==> src/rtl/adder_pkg.sv <==
// Shared constants and types for the exact 16-bit lookahead adder.
package adder_pkg;

    localparam int ADD_W = 16;
    localparam int GRP_W = 4;
    localparam int N_GRP = 4;

    typedef logic [15:0] word_t;

endpackage : adder_pkg

==> src/rtl/cla_4.sv <==
// 4-bit carry-lookahead group: every internal carry is a flat sum of products
// from c0, plus group generate/propagate for the second-level unit.
module cla_4
    import adder_pkg::*;
(
    input  logic [GRP_W-1:0] a,
    input  logic [GRP_W-1:0] b,
    input  logic             c0,
    output logic [GRP_W-1:0] s,
    output logic             G,
    output logic             P
);

    logic [GRP_W-1:0] g;
    logic [GRP_W-1:0] p;
    logic [GRP_W-1:0] c;

    // Per-bit generate/propagate, flat lookahead carries and group terms.
    always_comb begin
        g = a & b;
        p = a ^ b;

        c[0] = c0;
        c[1] = g[0] | (p[0] & c0);
        c[2] = g[1] | (p[1] & g[0]) | (p[1] & p[0] & c0);
        c[3] = g[2] | (p[2] & g[1]) | (p[2] & p[1] & g[0])
             | (p[2] & p[1] & p[0] & c0);

        s = p ^ c;

        G = g[3] | (p[3] & g[2]) | (p[3] & p[2] & g[1])
          | (p[3] & p[2] & p[1] & g[0]);
        P = &p;
    end

endmodule : cla_4

==> src/rtl/cla_16_4.sv <==
// Exact 16-bit two-level carry-lookahead adder: four cla_4 groups plus an
// inline group-carry unit, with an optional one-cycle output register.
module cla_16_4
    import adder_pkg::*;
#(
    parameter int WIDTH   = ADD_W,
    parameter int GRP_W   = adder_pkg::GRP_W,
    parameter bit REG_OUT = 1'b0
) (
    input  logic             clk,
    input  logic             rst,
    input  logic [WIDTH-1:0] a,
    input  logic [WIDTH-1:0] b,
    input  logic             cin,
    output logic [WIDTH-1:0] sum,
    output logic             cout
);

    logic [N_GRP-1:0] grp_g;
    logic [N_GRP-1:0] grp_p;
    logic [N_GRP-1:0] grp_c;
    logic             carry_out;
    word_t            sum_c;

    // Second-level lookahead: each group carry is fully expanded from cin so
    // no group carry depends on another group carry.
    always_comb begin
        grp_c[0]  = cin;
        grp_c[1]  = grp_g[0] | (grp_p[0] & cin);
        grp_c[2]  = grp_g[1] | (grp_p[1] & grp_g[0])
                  | (grp_p[1] & grp_p[0] & cin);
        grp_c[3]  = grp_g[2] | (grp_p[2] & grp_g[1])
                  | (grp_p[2] & grp_p[1] & grp_g[0])
                  | (grp_p[2] & grp_p[1] & grp_p[0] & cin);
        carry_out = grp_g[3] | (grp_p[3] & grp_g[2])
                  | (grp_p[3] & grp_p[2] & grp_g[1])
                  | (grp_p[3] & grp_p[2] & grp_p[1] & grp_g[0])
                  | (grp_p[3] & grp_p[2] & grp_p[1] & grp_p[0] & cin);
    end

    for (genvar k = 0; k < N_GRP; k++) begin : g_grp
        cla_4 u_grp (
            .a  (a[k*GRP_W +: GRP_W]),
            .b  (b[k*GRP_W +: GRP_W]),
            .c0 (grp_c[k]),
            .s  (sum_c[k*GRP_W +: GRP_W]),
            .G  (grp_g[k]),
            .P  (grp_p[k])
        );
    end

    if (REG_OUT) begin : g_reg
        // Register the result; reset forces zero and wins over new operands.
        // NOTE: state is updated with <= so every flop samples pre-edge values.
        always_ff @(posedge clk) begin
            if (rst) begin
                sum  <= '0;
                cout <= 1'b0;
            end else begin
                sum  <= sum_c;
                cout <= carry_out;
            end
        end
    end else begin : g_comb
        // Clock and reset are intentionally ignored in the zero-latency build.
        logic unused_clk_rst;
        assign unused_clk_rst = clk & rst;
        assign sum  = sum_c;
        assign cout = carry_out;
    end

endmodule : cla_16_4

==> config.mk <==
export PLATFORM = sky130hd
export DESIGN_NAME = cla_16_4
export DESIGN_NICKNAME = d
export VERILOG_FILES = /design/src/rtl/adder_pkg.sv /design/src/rtl/cla_4.sv /design/src/rtl/cla_16_4.sv
export SDC_FILE = /design/constraint.sdc
export NUM_CORES = 1
export LEC_CHECK = 0
export ABC_AREA = 0
export ABC_CLOCK_PERIOD_IN_PS = 5000
export CORE_AREA = 2 2 47 49
export DETAILED_ROUTE_END_ITERATION = 7
export DIE_AREA = 0 0 49 51
export PLACE_DENSITY = 0.95
export SLEW_MARGIN = 20
export SYNTH_ARGS = -nofsm -noshare
export SYNTH_HDL_FRONTEND = slang
export SYNTH_HIERARCHICAL = 1
export SYNTH_SLANG_ARGS = --single-unit
==> constraint.sdc <==
create_clock -name vclk -period 5
set_clock_uncertainty 0.2 [all_clocks]
set_input_delay 1 -clock vclk [all_inputs]
set_output_delay 1 -clock vclk [all_outputs]
set_load 0.05 [all_outputs]
==> results by group <==
Status
  – Status: finished clean

GRT
  – Grt met3 use: around 3.2%
  – First-pass GRT wire length: 3.49 mm
  – Initial antenna violation count: 0
  – Met2 Usage GRT: 35.6%
  – Vias in the first global route: between 800 and 900
  – GRT overflow: 0
  – Gr usage total: between 10% and 20%
  – Largest net degree at the start of global routing: 6
  – Busiest grt layer: met2
  – M1 GR Usage: ~18%

Critical path
  – WP data required: 3.80 ns
  – CP delay by family, top: compound AO/OA/AOI/OAI gates
  – CP Launch Type: input port
  – WP buf/inv: 4
  – CP Capture Type: primary output
  – Slowest stage delay, CP: 0.43 ns
  – WP data arrival: 3.67 ns
  – Critical setup path kind: input port to primary output
  – Max Fanout on Critical Path: 5
  – Slowest cell on the critical path: fa_1
  – Crit-path most repeated cell: a21o_1
  – Worst-path cell chain: clkdlybuf4s50_1 > ha_1 > a21oi_1 > nand2_1 > a21o_1 > a21o_1 > a21o_1 > a21o_1 > inv_1 > fa_1 > inv_1 > buf_12

Pwr
  – Total Power: 317 µW
  – Part of the power in registers: 0%
  – Clk pwr share: 0%
  – Switching part of the total: 56.0%
  – Leakage: 0.709 nW
  – Pint: roughly 140 µW
  – Comb power frac: 100.0%
  – Cell Pwr Density: 230 mW/mm²
  – VDD IR max: 148 µV
  – Switching Power: between 150 and 200 µW

Drt
  – Final wirelength: 2.01 mm
  – Drt pass-1 iters: 4
  – Via Count: 856
  – Via/cell ratio: approximately 5
  – DRC viols: 0
  – Post-route ant nets: 0
  – Routed length per instance: 11.7 µm
  – 1st-iter DRT viols: 7

Layout
  – Number of nets in the layout: ~200
  – Layout cells sized above 1: 14.0%
  – N_diodes: 0
  – Area grow syn2layout: 78.7%
  – # fillers: 174
  – Clock buffers: 0
  – Register Area: 0 µm²
  – Seq_cells: 0

Floorplan
  – Ports: 52
  – Die area: 0.00250 mm²
  – Starting Density: 37.3%
  – Num rows: 17
  – DIE WIDTH: 49 µm
  – Die H: ~50 µm
  – Placeable Area: 0.00206 mm²

Timing
  – Pins Over Slew Limit: 0
  – Setup TNS Final: 0 ns
  – Fmax: 205 MHz
  – RSZ-0062 raised after global routing: false
  – Final Hold Fails: 0
  – Final setup viols: 0
  – Post-layout min period: just under 5 ns
  – Slew Limit Headroom: 66.8%
  – Crit share post-route: 97.4%
  – Worst slew pin tran: roughly 0.50 ns

Placement
  – Port buffer count: 50
  – Routability cong.: 0.737
  – Post-DP HPWL: 1.82 mm

Hold path
  – Hold Path Class: input port to primary output

CTS
  – Post-CTS setup buffers: 0
  – Post-CTS resize count: 0
  – CTS Hold Buffers Added: 0

Flow run
  – Max Cap Viol: 0

Logic synthesis
  – Leading area contributor after synthesis: ha_1
  – Post-Synth Simple-Gate Area: 15.6%
  – Count leader, synth: ha_1
  – Post-Syn Nets: 152
  – Area share of the largest cell type after synthesis: 32.5%
  – Cell area after synthesis: 769 µm²
  – Synth Area in Compound Gates: 20.0%
  – Multiplexer share of the synthesized area: 0%
  – Main combinational cell family by area after synthesis: adder cells
  – Largest cells by area after synthesis: ha_1, a21o_1, fa_1
  – Synth warn: 6
  – Synth Area in XOR/XNOR: a little over an eighth
  – Average size of a mapped cell: 8.27 µm²
  – Distinct cell type count after synthesis: 13
  – Synth Area in Adders: 42.9%
  – Seq/Total Area, Yosys: 0%
  – Post-Syn Instances: 93
  – Most common library cells after synthesis: ha_1, inv_1, a21o_1
[cells by family (layout without fill, tap and decap cells)]
logic type / Yosys count / count (layout)
XOR/XNOR: 12 / 12
AND/OR/NAND/NOR: 20 / 20
AO/OA/AOI/OAI: 21 / 21
adder cells (fa/ha/maj): 24 / 24
buffers and inverters: 16 / 66
[power by group through the flow]
stage	combinational (mW)	sequential (mW)	clock, mW
2_1_floorplan	0.182	0	0
3_3_place_gp	0.312	0	0
3_5_place_dp	0.319	0	0
4_1_cts	0.320	0	0
5_1_grt	0.336	0	0
6_report	0.317	0	0
[tightest hold or removal path: cells and delay by family]
family	cells	cell delay, ns
buffers and inverters	2	0.60
adders and majority gates	1	0.16
xor gates and xnor gates	1	0.11
[per-layer routing]
| layer | routed length, µm | part of all wire [%] | up-vias |
|---|---|---|---|
| met1 | 755 | 38 | 385 |
| met4 | 0 | 0 | 0 |
| met5 | 0 | 0 | - |
| met2 | 1100 | 55 | 43 |
| li1 | - | - | 428 |
| met3 | 152 | 7.6 | 0 |
[worst paths after layout]
| kind | start | to | slack, ns | cells after the start |
|---|---|---|---|---|
| worst max-delay path | a[2] | sum[12] | 0.13 | 12 |
| worst min-delay path | b[15] | sum[15] | 2.68 | 4 |
[cell usage in the layout (no fill, tap or decap), types with 4 or more instances in the layout]
cell type,instances
buf_12,8
a21o_1,12
nand3_1,8
nand2_1,4
xor2_1,4
and4_2,4
inv_1,16
a21oi_1,4
a21oi_2,4
buf_4,4
xnor2_1,8
clkdlybuf4s50_1,38
fa_1,4
nand4_1,4
ha_1,20
[area by class of cell]
cell class,count,area (µm²),share of cell area [%]
Inverter,16,60.1,4.37
Multi-Input combinational cell,77,709,51.6
Tap cell,28,35.0,2.55
Timing Repair Buffer,50,571,41.5
[metrics by stage]
stage	util, %	hold WS, ns	std cells	setup slack [ns]	cell area, µm²
finish	66.6	2.68	171	0.132	1380
global route	66.6	2.70	171	0.000277	1380
CTS	66.6	2.69	171	0.117	1380
detailed placement	66.6	2.68	171	0.126	1380
global placement	66.6	2.67	171	0.238	1380
floorplan	-	2.18	93	0.503	769
Note: power is estimated with default switching activity, not from simulation.
